### src/rtl/uart_cfg_pkg.sv
// uart_cfg_pkg: parity modes, minimum divisor and FSM encodings shared by the
// configurable UART core and its bit timer.
package uart_cfg_pkg;
  localparam int PAR_NONE = 0;
  localparam int PAR_ODD = 1;
  localparam int PAR_EVEN = 2;
  localparam int MIN_CLKS = 4;
  typedef enum logic [2:0] {TX_IDLE, TX_START, TX_DATA, TX_PAR, TX_STOP} tx_state_t;
  typedef enum logic [2:0] {RX_IDLE, RX_START, RX_DATA, RX_PAR, RX_STOP} rx_state_t;
endpackage

### src/rtl/uart_bit_timer.sv
// uart_bit_timer: latches a clamped divisor on start, then ticks once per bit
// period; the first period may be a half period for mid-bit sampling.
module uart_bit_timer
  import uart_cfg_pkg::*;
#(
  parameter int DIV_W = 16
) (
  input  logic             clk,
  input  logic             reset,
  input  logic             start,
  input  logic             half,
  input  logic             early,
  input  logic [DIV_W-1:0] div,
  output logic             tick
);
  logic [DIV_W-1:0] per, cnt, div_c;
  assign div_c = (div < DIV_W'(MIN_CLKS)) ? DIV_W'(MIN_CLKS) : div;
  // early fires the tick one cycle ahead so a frame can end in the IDLE cycle
  assign tick = cnt == {{(DIV_W-1){1'b0}}, early};
  always_ff @(posedge clk or negedge reset)
    if (!reset) begin
      per <= DIV_W'(MIN_CLKS);
      cnt <= '0;
    end else if (start) begin
      per <= div_c;
      cnt <= (half ? div_c >> 1 : div_c) - DIV_W'(1);
    end else begin
      cnt <= tick ? per - DIV_W'(1) : cnt - DIV_W'(1);
    end
endmodule

### src/rtl/uart_core_cfg.sv
// uart_core_cfg: full-duplex UART with configurable frame format, runtime
// divisor, valid/ready handshakes, framing/parity/overrun status and loopback.
module uart_core_cfg
  import uart_cfg_pkg::*;
#(
  parameter int DATA_BITS = 8,
  parameter int PARITY = 0,
  parameter int STOP_BITS = 1,
  parameter int DIV_W = 16
) (
  input  logic                 clk,
  input  logic                 reset,
  input  logic [DIV_W-1:0]     i_clks_per_bit,
  input  logic                 i_loopback,
  input  logic                 i_tx_valid,
  input  logic [DATA_BITS-1:0] i_tx_data,
  output logic                 o_tx_ready,
  output logic                 o_tx,
  output logic                 o_tx_active,
  output logic                 o_tx_done,
  input  logic                 i_rx,
  output logic [DATA_BITS-1:0] o_rx_data,
  output logic                 o_rx_valid,
  input  logic                 i_rx_ready,
  output logic                 o_parity_err,
  output logic                 o_frame_err,
  output logic                 o_overrun
);
  localparam int IW = $clog2(DATA_BITS + 1);
  localparam bit HAS_PAR = PARITY != PAR_NONE;
  localparam bit ODD = PARITY == PAR_ODD;
  localparam logic [IW-1:0] LAST_BIT = IW'(DATA_BITS - 1);
  localparam logic [IW-1:0] LAST_STOP = IW'(STOP_BITS - 1);

  tx_state_t tx_st, tx_nxt;
  logic [DATA_BITS-1:0] tx_sh;
  logic [IW-1:0] tx_idx;
  logic tx_par, tx_line, tx_tick, tx_accept, tx_early, tx_done_q;

  assign tx_accept = i_tx_valid && tx_st == TX_IDLE;
  assign tx_early = tx_st == TX_STOP && tx_idx == LAST_STOP;
  assign tx_line = tx_st == TX_START ? 1'b0 :
                   tx_st == TX_DATA  ? tx_sh[0] :
                   tx_st == TX_PAR   ? tx_par : 1'b1;
  assign o_tx = tx_line | i_loopback;
  assign o_tx_ready = tx_st == TX_IDLE;
  assign o_tx_active = tx_st != TX_IDLE || tx_done_q;
  assign o_tx_done = tx_done_q;

  uart_bit_timer #(.DIV_W(DIV_W)) u_tx_timer (
    .clk(clk), .reset(reset), .start(tx_accept), .half(1'b0),
    .early(tx_early), .div(i_clks_per_bit), .tick(tx_tick)
  );

  always_ff @(posedge clk or negedge reset)
    if (!reset) tx_st <= TX_IDLE;
    else tx_st <= tx_nxt;

  always_comb begin
    tx_nxt = tx_st;
    case (tx_st)
      TX_IDLE:  tx_nxt = i_tx_valid ? TX_START : TX_IDLE;
      TX_START: tx_nxt = tx_tick ? TX_DATA : TX_START;
      TX_DATA:  if (tx_tick && tx_idx == LAST_BIT) tx_nxt = HAS_PAR ? TX_PAR : TX_STOP;
      TX_PAR:   tx_nxt = tx_tick ? TX_STOP : TX_PAR;
      TX_STOP:  if (tx_tick && tx_idx == LAST_STOP) tx_nxt = TX_IDLE;
      default:  tx_nxt = TX_IDLE;
    endcase
  end

  always_ff @(posedge clk or negedge reset)
    if (!reset) begin
      tx_sh <= '0;
      tx_idx <= '0;
      tx_par <= 1'b0;
      tx_done_q <= 1'b0;
    end else begin
      tx_done_q <= tx_st == TX_STOP && tx_nxt == TX_IDLE;
      if (tx_accept) begin
        tx_sh <= i_tx_data;
        tx_idx <= '0;
        tx_par <= ^i_tx_data ^ ODD;
      end else if (tx_tick && tx_st == TX_DATA) begin
        tx_sh <= tx_sh >> 1;
        tx_idx <= tx_idx == LAST_BIT ? '0 : tx_idx + IW'(1);
      end else if (tx_tick && tx_st == TX_STOP) begin
        tx_idx <= tx_idx + IW'(1);
      end
    end

  rx_state_t rx_st, rx_nxt;
  logic [1:0] rx_sync;
  logic [DATA_BITS-1:0] rx_sh;
  logic [IW-1:0] rx_idx;
  logic rx_s, rx_prev, rx_fall, rx_tick, rx_start, rx_done, rx_par;

  assign rx_s = rx_sync[1];
  assign rx_fall = rx_prev && !rx_s;
  assign rx_start = rx_st == RX_IDLE && rx_fall;
  assign rx_done = rx_st == RX_STOP && rx_tick;

  uart_bit_timer #(.DIV_W(DIV_W)) u_rx_timer (
    .clk(clk), .reset(reset), .start(rx_start), .half(1'b1),
    .early(1'b0), .div(i_clks_per_bit), .tick(rx_tick)
  );

  // loopback source is selected ahead of the synchronizer so both paths share it
  always_ff @(posedge clk or negedge reset)
    if (!reset) begin
      rx_sync <= 2'b11;
      rx_prev <= 1'b1;
    end else begin
      rx_sync <= {rx_sync[0], i_loopback ? tx_line : i_rx};
      rx_prev <= rx_s;
    end

  always_ff @(posedge clk or negedge reset)
    if (!reset) rx_st <= RX_IDLE;
    else rx_st <= rx_nxt;

  always_comb begin
    rx_nxt = rx_st;
    case (rx_st)
      RX_IDLE:  rx_nxt = rx_fall ? RX_START : RX_IDLE;
      RX_START: if (rx_tick) rx_nxt = rx_s ? RX_IDLE : RX_DATA;
      RX_DATA:  if (rx_tick && rx_idx == LAST_BIT) rx_nxt = HAS_PAR ? RX_PAR : RX_STOP;
      RX_PAR:   rx_nxt = rx_tick ? RX_STOP : RX_PAR;
      RX_STOP:  rx_nxt = rx_tick ? RX_IDLE : RX_STOP;
      default:  rx_nxt = RX_IDLE;
    endcase
  end

  always_ff @(posedge clk or negedge reset)
    if (!reset) begin
      rx_sh <= '0;
      rx_idx <= '0;
      rx_par <= 1'b0;
      o_rx_data <= '0;
      o_rx_valid <= 1'b0;
      o_parity_err <= 1'b0;
      o_frame_err <= 1'b0;
      o_overrun <= 1'b0;
    end else begin
      o_overrun <= rx_done && o_rx_valid && !i_rx_ready;
      if (rx_start) rx_idx <= '0;
      if (rx_tick && rx_st == RX_DATA) begin
        rx_sh <= {rx_s, rx_sh[DATA_BITS-1:1]};
        rx_idx <= rx_idx + IW'(1);
      end
      if (rx_tick && rx_st == RX_PAR) rx_par <= rx_s;
      if (rx_done && (!o_rx_valid || i_rx_ready)) begin
        o_rx_data <= rx_sh;
        o_parity_err <= HAS_PAR && (^rx_sh ^ rx_par ^ ODD);
        o_frame_err <= !rx_s;
        o_rx_valid <= 1'b1;
      end else if (o_rx_valid && i_rx_ready) begin
        o_rx_valid <= 1'b0;
      end
    end
endmodule

### config.mk
export PLATFORM = sky130hd
export DESIGN_NAME = uart_core_cfg
export DESIGN_NICKNAME = d
export VERILOG_FILES = /design/src/rtl/uart_cfg_pkg.sv /design/src/rtl/uart_bit_timer.sv /design/src/rtl/uart_core_cfg.sv
export SDC_FILE = /design/constraint.sdc
export NUM_CORES = 1
export LEC_CHECK = 0
export CAP_MARGIN = 5
export CELL_PAD_IN_SITES_DETAIL_PLACEMENT = 0
export CELL_PAD_IN_SITES_GLOBAL_PLACEMENT = 1
export CORE_MARGIN = 2
export CORE_UTILIZATION = 49
export CTS_BUF_LIST = sky130_fd_sc_hd__clkbuf_8 sky130_fd_sc_hd__clkbuf_16
export CTS_CLUSTER_DIAMETER = 150
export CTS_CLUSTER_SIZE = 12
export DETAILED_ROUTE_END_ITERATION = 6
export PLACE_DENSITY = 0.84
export SKIP_CTS_REPAIR_TIMING = 1
export SYNTH_ARGS = -nofsm -noshare
export SYNTH_HDL_FRONTEND = slang
export SYNTH_SLANG_ARGS = --single-unit
### constraint.sdc
create_clock -name clk -period 8.08 [get_ports clk]
set_input_delay 2.02 -clock clk [delete_from_list [all_inputs] [get_ports clk]]
set_output_delay 2.02 -clock clk [all_outputs]
set_load 0.02 [all_outputs]
# [Yosys cells after proc, flatten, opt, wreduce, memory -nomap -nowiden]
# Index checks and enable logic that the tools add are counted.
[totals] reg_bits=110 inputBits=30 out_inout_bits=16 wordCells=106
[classes] addsub=8 order_cmp=1 n_eq_ne=13 mux=32 bitwise_logic=1 reduce_logical=33
[op_table] op="$mux 16" n=5
[op_table] op="$sub 16x1->16 const B" n=5
[op_table] op="$pmux 3 s5" n=2
[op_table] op="$mux 4" n=6
[op_table] op="$mux 3" n=7
[op_table] op="$eq 16x1->1" n=1
[op_table] op="$logic_and 1x1->1" n=16
[op_table] op="$logic_not 16->1" n=1
[op_table] op="$lt 16x3->1 const B" n=1
[op_table] op="$mux 8" n=2
[op_table] op="$sub 15x1->16 const B" n=1
[op_table] op="$eq 3x2->1 const B" n=4
[op_table] op="$logic_not 3->1" n=3
[op_table] op="$add 4x1->4 const B" n=2
[op_table] op="$eq 4x3->1 const B" n=2
[op_table] op="$mux 1" n=8
[op_table] op="$reduce_xor 8->1" n=1
[op_table] op="$eq 3x1->1 const B" n=2
[op_table] op="$eq 3x3->1 const B" n=2
[op_table] op="$reduce_bool 2->1" n=3
[op_table] op="$reduce_bool 3->1" n=2
[op_table] op="$logic_not 4->1" n=1
[op_table] op="$mux 2" n=2
[op_table] op="$ne 2x2->1 const B" n=2
[op_table] op="4 further kinds" n=7

# [Depth between registers and ports, before layout]
# Gate-level depths: netlist of run 1.
[depth] ltp_word=8 mapped_depth=13

# [Hierarchy]
# Synthesis of run 1 repeated with hierarchy kept, for this count alone.
[hier_totals] cells_unflattened=589 area_unflattened_um2=6063.3
[modules_own_cells] module="uart_bit_timer" instances=2 cells_each=199 area_per_inst_um2=1935.6 seq_area_each_um2=802.0
[modules_own_cells] module="uart_core_cfg" instances=1 cells_each=191 area_per_inst_um2=2192.1 seq_area_each_um2=1154.9

# [Least setup slack after synthesis of run 1]
# Ideal clock, no wire load.
[synth_path] kind="input to output" start="in i_loopback" end="out o_tx" arrival_ns=2.232 required_time_ns=6.060 setup_slack_ns=3.828 cell_stages=1 path_buffers=0 path_cell_list="nand2b_1"
[synth_between] elab_chain_len=1
[synth_rtl] item="start, declared" line_no="uart_core_cfg.sv:14" source="input logic i_loopback,"
[synth_rtl] item="$or 1x1->1" line_no="uart_core_cfg.sv:45" source="assign o_tx = tx_line | i_loopback;"
[synth_rtl] item="end, declared" line_no="uart_core_cfg.sv:18" source="output logic o_tx,"
# No other way between the ends.

# [Worst setup path in the final report of run 1]
# Same ends and word-level chain as after synthesis.

==> run metrics, run 1 <==
core area 11000 um^2; Non-Filler Instances 764; largest net degree at the start of global routing 73; max incr delay on CP 610 ps; register bit count reported by yosys 110; HPWL after DPL 8090 um; worst-path fanout max 3; syn nets 620; total global-route track usage 20.3%; critical path cell sequence clkdlybuf4s50_1 -> nand2b_1 -> clkdlybuf4s50_1; post-synthesis cell count 585; vias per cell 5.55; Achievable Freq 0.191 GHz; clock slew at reported path FFs 70 ps; routed wl met2 5560 um; Final ANT Viol Nets 0; first-pass GRT wire length 20400 um; Layout area overhead 14.4%; Startpoint Class input port; Hold Crit Class register to register; die area 12300 um^2; VDD IR-drop max 152 uV; final WL 11700 um; number of antenna violations at the first check in global routing 0; simple-gate portion of the synthesized area 23.2%; Worst-Margin Slew 906 ps; Post-Synth XOR/XNOR Area 5.02%; Diodes inserted 0; routed via count 4239; synthesized area per cell 9.54 um^2; Die X-Extent 111 um; layout cells sized above 1 10.7%; Yosys cell types 69; Arr. time, crit path 3230 ps; largest family of logic cells by synthesized area simple AND/OR/NAND/NOR gates; post-synthesis sequential area ratio 49.5%; min Tclk post-route 5250 ps; port bufs 44; final setup violation count 0; RSZ-0062 raised after global routing no; register area 2760 um^2; Sink Count 110; top sig layer met4; proportion of netlist area held by the largest area contributor 47.1%; worst skew pair latency 350 ps; CP most frequent cell clkdlybuf4s50_1; Post-Synth Adder-Cell Area 1.12%; metal1 wirelength 5530 um; gr ovfl total 0; final period utilization 65.0%; CTS tree yes; max-slew violations 0; Power Density 244 nW/um^2; mux cell area share after synthesis 5.58%; final net count 654; Fin Hold WS 359 ps; initial cell density of the core 50.8%; Syn. warnings 0; WL met3 458 um; Post-synth EDFFs 0; Buffers & Inverters on Critical Path 2; post-layout util 58.1%; Initial DRT Pass Iterations 5; slew margin rel. 39.6%; biggest area consumer among synthesized cells dfrtp_1; CP max-delay cell clkdlybuf4s50_1; max_cap viols 0; Worst Path Class, Setup input port to primary output; compound-cell area share of the yosys netlist 12.4%; number of fill cells 963; top cells by area, synth dfrtp_1 (47%), nand2_1 (9.2%), xnor2_1 (3.6%); DRT iter0 DRCs 242; clk_skew 9.13 ps; # IOs 46; multi-input logic area 2650 um^2; root buffer cell clkbuf_16; Cell Rows 38; vias in the first global route 4196; Post-synth ARST share 100%; drt drc 0; top_reg_cell synth dfrtp_1; Mapped Area 5580 um^2; Critical Path RT 6060 ps; deepest clock path buffer count 2; CP Capture Type primary output; TNS Setup 0 ps; leak pwr 2.88 nW; final hold vios 0; placed cell count 748; run status completed; DR WL/cell 15.3 um; Design Area, Final 6380 um^2; chip height 111 um; GPL Wtd Cong 0.862; htree depth 3; number of buffers created by CTS 9; Area after DPL 6100 um^2; delay-heaviest family, CP buffers and inverters
kinds of logic after synthesis:
logic type | Yosys count
other cells | 1
buf+inv | 37
flops | 110
fa+ha+maj | 5
simple gates | 261
compound gates | 110
mux | 29
xor+xnor | 32
power breakdown:
part | switching, mW | internal (mW)
combinational | 0.223 | 0.173
sequential | 0.0796 | 0.659
clock | 0.205 | 0.219
total | 0.507 | 1.05
layout by cell type (no fill, tap or decap), types with 3 or more instances in the layout:
cell type	instances
nand2_1	136
dfrtp_1	105
clkdlybuf4s50_1	43
o21ai_0	38
nor2_1	34
a21oi_1	27
nand3_1	26
xnor2_1	23
mux2_2	17
mux2i_1	12
inv_1	10
nor4_1	10
xor2_1	9
clkbuf_16	9
nor3_1	8
o21a_1	7
nand2b_1	7
buf_4	7
or3_1	5
ha_1	5
dfstp_2	5
nand3b_1	4
a211oi_1	4
o2111ai_1	4
and3_1	3
nand4_1	3
o211ai_1	3
a31oi_1	3
or2_2	3
Yosys cell counts (all sizes together), types with 4 or more instances:
library cell    n
nand2         136
dfrtp         105
o21ai          41
nor2           36
a21oi          29
nand3          27
xnor2          23
mux2           17
buf            16
mux2i          12
clkbuf         11
nor4           11
inv            10
nor3            9
xor2            9
nand2b          8
o21a            7
or3             6
dfstp           5
ha              5
nand3b          5
a211oi          4
a31oi           4
and3            4
nand4           4
o2111ai         4
worst paths after layout:
| kind | end | cells past startpoint | slack, ps | start |
|---|---|---|---|---|
| worst min register to register | rx_sync[1] | 0 | 360 | rx_sync[0] |
| worst max register to register | u_rx_timer.cnt[9] | 9 | 4890 | u_rx_timer.cnt[9] |
| max in group asynchronous | u_tx_timer.per[12] | 2 | 5160 | reset |
| worst min-delay path | rx_sync[1] | 0 | 360 | rx_sync[0] |
| worst max-delay path | o_tx | 3 | 2830 | i_loopback |
| min in group asynchronous | o_rx_data[2] | 1 | 1620 | reset |
sequential cells by signal, indices dropped and copies added, names as in the netlist, 3 cells and up:
name and flops:
o_rx_data 8, u_tx_timer.cnt 16, u_rx_timer.per 16, u_rx_timer.cnt 16, tx_st 3, u_tx_timer.per 16
rx_st 3, rx_idx 4, tx_idx 4, tx_sh 8, rx_sh 8
stage by stage:
| stage | power, mW | setup slack [ps] |
|---|---|---|
| final | 1.56 | 2830 |
| after global routing | 1.67 | 2810 |
| after CTS | 1.57 | 2830 |
| after detailed placement | 1.14 | 2830 |
| after global placement | 1.13 | 2850 |
| after floorplan | 1.03 | 3830 |
cell type report:
class / instances / area share (%)
inverters: 10 / 0.588
well taps: 140 / 2.74
repair buffers: 50 / 7.57
clock inverters: 6 / 0.667
clock buffers: 10 / 3.74
flip-flops and latches: 110 / 43.2
multi-input cells: 438 / 41.5
layer usage:
layer	up-vias	track usage, %
met4	0	5.83
li1	2103	-
met2	83	32.9
met3	11	4.26
met1	2042	27.9
met5	-	0
No activity file was read; power rests on OpenSTA's default activity.
==> run 2, diff against run 1 <==
- CORE_UTILIZATION: 49 -> 41
- PLACE_DENSITY: 0.84 -> 0.75
- clock period: 8.08 -> 4.2 ns (I/O delays scaled with it)
==> run metrics, run 2 (synthesis gave the netlist of run 1 again) <==
RSZ-0062 raised after global routing no (unchanged); TNS Setup 0 ps (unchanged); deepest clock path buffer count 2 (unchanged); Worst Setup SP i_clks_per_bit[7] (was i_loopback); min Tclk post-route 3450 ps; Cell Rows 42 (was 38); Non-Filler Instances 810 (was 764); number of buffers created by CTS 9 (unchanged); worst-path fanout max 7 (was 3); total design power 3.08 mW (was 1.56 mW); clk_skew 10.5 ps (was 9.13 ps); max-slew violations 0 (unchanged); largest net degree at the start of global routing 65 (was 73); first-pass GRT wire length 21000 um (was 20400 um); initial cell density of the core 42.1% (was 50.8%); htree depth 3 (unchanged); run status completed (unchanged); Hold Crit Class register to register (unchanged); DRT iter0 DRCs 255 (was 242); die area 14600 um^2 (was 12300 um^2); worst r2r src rx_st[1] (was u_rx_timer.cnt[9]); drt drc 0 (unchanged); layout cells sized above 1 12.0% (was 10.7%); worst r2r dst u_rx_timer.cnt[15] (was u_rx_timer.cnt[9]); final period utilization 82.2%; worst skew pair latency 360 ps (was 350 ps); most frequent cells in the layout nand2_1 (136), dfrtp_1 (105), clkdlybuf4s50_1 (43) (unchanged); clock slew at reported path FFs 70 ps (about the same); R2R cell count 9 (unchanged); Worst-Margin Slew 843 ps (was 906 ps); CTS tree yes (unchanged); chip height 121 um (was 111 um); Die X-Extent 121 um (was 111 um); final WL 12400 um (was 11700 um); Arr. time, crit path 3680 ps (was 3230 ps); VDD IR-drop max 221 uV (was 152 uV); Sink Count 110 (unchanged); CP Capture Type register (was primary output); final hold vios 0 (unchanged); Critical Path RT 4430 ps (was 6060 ps); HPWL after DPL 9100 um (was 8090 um); gr ovfl total 0 (unchanged); hold endpoint rx_sync[1] (unchanged); max_cap viols 0 (unchanged); GPL Wtd Cong 0.828 (was 0.862); leak pwr 2.95 nW (was 2.88 nW); Startpoint Class input port (unchanged); number of fill cells 1294 (was 963); Achievable Freq 0.290 GHz; DR WL/cell 15.3 um (about the same); number of antenna violations at the first check in global routing 0 (unchanged); slew margin rel. 43.8% (was 39.6%); final setup violation count 0 (unchanged); Power Density 471 nW/um^2 (was 244 nW/um^2); Hold Path Stages 0 (unchanged); final net count 664 (was 654); total global-route track usage 18.4% (was 20.3%); leading cell type in the layout, fill and taps excluded nand2_1 (unchanged); port bufs 44 (unchanged); core area 13200 um^2 (was 11000 um^2); hold path startpoint rx_sync[0] (unchanged); Layout area overhead 17.3% (was 14.4%); r2r setup slk 1180 ps (was 4890 ps); placed cell count 794 (was 748); # IOs 46 (unchanged); Initial DRT Pass Iterations 4 (was 5); vias per cell 5.32 (was 5.55); vias in the first global route 4208 (was 4196); Worst Path Class, Setup input port to register (was input port to primary output); Final ANT Viol Nets 0 (unchanged); routed via count 4307 (was 4239); root buffer cell clkbuf_16 (unchanged); Diodes inserted 0 (unchanged)
[run 2: cell types whose count changed in the layout (fill, tap and decap cells not counted)]
cell and delta:
clkbuf_8 +2, buf_4 +9, inv_1 +1, buf_12 +1, clkinvlp_4 -1, bufinv_16 +1
inv_6 -2, clkinv_2 -1
[run 2: where the power goes]
part	switching (mW)	internal (mW)	leakage, nW
registers	0.150	1.27	1.39
clock network	0.386	0.509	0.156
logic	0.433	0.339	1.41
[run 2: how the worst max path moves through the flow]
stage                              end
floorplan           u_rx_timer.cnt[10]
global placement    u_tx_timer.cnt[14]
detailed placement  u_tx_timer.cnt[14]
CTS                 u_tx_timer.cnt[14]
global route        u_rx_timer.cnt[12]
finish              u_tx_timer.cnt[14]
[run 2: per-stage QoR]
| stage | area, um^2 | hold slack (ps) | setup slack (ps) | util [%] |
|---|---|---|---|---|
| finish | 6550 | 362 | 746 | 49.4 |
| global route | 6550 | 369 | 492 | 49.4 |
| CTS | 6550 | 365 | 763 | 49.4 |
| detailed placement | 6230 | 354 | 407 | 47.1 |
| global placement | 6230 | 349 | 518 | 47.1 |
| floorplan | 5580 | 345 | 1270 | - |
[run 2: worst max-delay path: stages]
cell and delay [ps]:
clkdlybuf4s50_1 500, nor4_1 560, nand4_1 150, buf_4 210, nand3_1 120, and2_1 180
ha_1 260, nor4b_4 320, o2111ai_1 180, xnor2_1 150
[run 2: metal layers]
metal  wire length, um  up-vias  part of all wire [%]  track usage (%)
li1                  -     2112                     -                -
met1              5930     2117                    48             25.2
met2              5940       65                    48             29.6
met3               420       13                   3.4             4.43
met4               136        0                   1.1             4.58
met5                 0        -                     0                0
[run 2: final cells by class]
| class | instances | area [um^2] | area share [%] |
|---|---|---|---|
| Sequential cell | 110 | 2760 | 42.1 |
| Multi-Input combinational cell | 438 | 2650 | 40.4 |
| Timing Repair Buffer | 60 | 571 | 8.72 |
| Clock buffer | 12 | 267 | 4.07 |
| Tap cell | 176 | 220 | 3.36 |
| Clock inverter | 4 | 46.3 | 0.707 |
| Inverter | 10 | 37.5 | 0.573 |
==> run 3, diff against run 2 <==
- clock period: 4.2 -> 2.95 ns (I/O delays scaled with it)
==> run metrics, run 3 (synthesis gave the netlist of run 1 again) <==
run status completed (unchanged); Achievable Freq 0.360 GHz; leading cell type in the layout, fill and taps excluded nand2_1 (unchanged); R2R cell count 10 (was 9); final period utilization 94.1%; final net count 710 (was 664); vias per cell 5.23 (was 5.32); max incr delay on CP 510 ps (was 560 ps); number of buffers created by CTS 9 (unchanged); r2r setup slk 240 ps (was 1180 ps); leak pwr 3.18 nW (was 2.95 nW); root buffer cell clkbuf_16 (unchanged); CP Capture Type register (unchanged); Worst Path Class, Setup input port to register (unchanged); CP max-delay cell clkdlybuf4s50_1 (was nor4_1); port bufs 44 (unchanged); Hold Crit Class input port to async pin (was register to register); vias in the first global route 4506 (was 4208); TNS Setup 0 ps (unchanged); Area after DPL 6600 um^2 (was 6230 um^2); Fin Hold WS 325 ps (was 362 ps); die area 14600 um^2 (unchanged); final hold vios 0 (unchanged); gr ovfl total 0 (unchanged); Sink Count 110 (unchanged); Power Density 659 nW/um^2 (was 471 nW/um^2); most frequent cells in the layout nand2_1 (136), dfrtp_1 (103), buf_4 (60) (was nand2_1 (136), dfrtp_1 (105), clkdlybuf4s50_1 (43)); Worst-Margin Slew 525 ps (was 843 ps); chip height 121 um (unchanged); Design Area, Final 6930 um^2 (was 6550 um^2); Setup WS pre-CTS -228 ps (was 407 ps); HPWL after DPL 9500 um (was 9100 um); critical path cell sequence clkdlybuf4s50_1 -> nor4b_4 -> mux2i_1 -> nand2_1 -> a31oi_2 -> nand2b_2 -> nor4b_4 -> o2111ai_1 -> xnor2_1 (was clkdlybuf4s50_1 -> nor4_1 -> nand4_1 -> buf_4 -> nand3_1 -> and2_1 -> ha_1 -> nor4b_4 -> o2111ai_1 -> xnor2_1); max-slew violations 0 (unchanged); RSZ-0062 raised after global routing no (unchanged); htree depth 3 (unchanged); total design power 4.56 mW (was 3.08 mW); final WL 12800 um (was 12400 um); Die X-Extent 121 um (unchanged); layout cells sized above 1 18.8% (was 12.0%); VDD IR-drop max 467 uV (was 221 uV); post-layout util 52.3% (was 49.4%); final setup violation count 0 (unchanged); Critical Path RT 3180 ps (was 4430 ps); Final ANT Viol Nets 0 (unchanged); Diodes inserted 0 (unchanged); DRT iter0 DRCs 317 (was 255); clk_skew 7.79 ps (was 10.5 ps); slew margin rel. 64.9% (was 43.8%); initial cell density of the core 42.1% (unchanged); number of fill cells 1254 (was 1294); worst r2r dst u_tx_timer.cnt[14] (was u_rx_timer.cnt[15]); Arr. time, crit path 3010 ps (was 3680 ps); drt drc 0 (unchanged); worst r2r src tx_idx[0] (was rx_st[1]); Cell Rows 42 (unchanged); Initial DRT Pass Iterations 4 (unchanged); placed cell count 840 (was 794); deepest clock path buffer count 2 (unchanged); worst-path fanout max 4 (was 7); number of antenna violations at the first check in global routing 0 (unchanged); largest net degree at the start of global routing 61 (was 65); max_cap viols 0 (unchanged); first-pass GRT wire length 22100 um (was 21000 um); total global-route track usage 19.2% (was 18.4%); Final WS setup 173 ps (was 746 ps); routed via count 4478 (was 4307); GPL Wtd Cong 0.887 (was 0.828); DR WL/cell 15.0 um (was 15.3 um); clock slew at reported path FFs 70 ps (about the same); Non-Filler Instances 856 (was 810); min Tclk post-route 2780 ps; Layout area overhead 24.2% (was 17.3%); core area 13200 um^2 (unchanged); Startpoint Class input port (unchanged); worst skew pair latency 350 ps (was 360 ps); # IOs 46 (unchanged); CTS tree yes (unchanged); Worst Setup SP i_tx_valid (was i_clks_per_bit[7]); CP most frequent cell nor4b_4
-- run 3: cell types whose count changed in the layout (fill, tap and decap cells not counted), sizes merged --
cell / before / now
buf: 17 / 63
clkinv: 1 / 2
inv: 11 / 13
clkbuf: 12 / 9
-- run 3: critical path, delay by kind of cell --
| family | cells | cell delay [ps] |
|---|---|---|
| xor+xnor | 1 | 160 |
| buf+inv | 1 | 510 |
| simple gates | 4 | 920 |
| mux | 1 | 280 |
| compound gates | 2 | 380 |
-- run 3: metal layers --
| metal | vias up | part of all wire [%] | track usage, % |
|---|---|---|---|
| li1 | 2203 | - | - |
| met1 | 2174 | 47 | 25.9 |
| met2 | 91 | 47 | 31.6 |
| met3 | 10 | 4.1 | 4.25 |
| met4 | 0 | 1.0 | 4.51 |
| met5 | - | 0 | 0 |
-- run 3: how the worst max path moves through the flow --
stage                               to  slack (ps)
global placement    u_rx_timer.cnt[12]        -170
detailed placement  u_tx_timer.cnt[14]        -230
CTS                               o_tx          30
floorplan           u_rx_timer.cnt[10]          20
global route        u_tx_timer.cnt[14]           8
finish              u_tx_timer.cnt[14]         170
-- run 3: where the power goes --
| part | internal, mW | switching (mW) |
|---|---|---|
| Clock | 0.672 | 0.592 |
| Combinational | 0.617 | 0.657 |
| Sequential | 1.80 | 0.222 |
| Total | 3.09 | 1.47 |
-- run 3: layout make-up --
class / instances / area (um^2) / share of cell area, %
well taps: 176 / 220 / 3.18
flip-flops and latches: 110 / 2760 / 39.9
clock buffers: 9 / 225 / 3.25
multi-input cells: 438 / 2660 / 38.4
inverters: 10 / 37.5 / 0.542
clock inverters: 7 / 80.1 / 1.16
repair buffers: 106 / 941 / 13.6
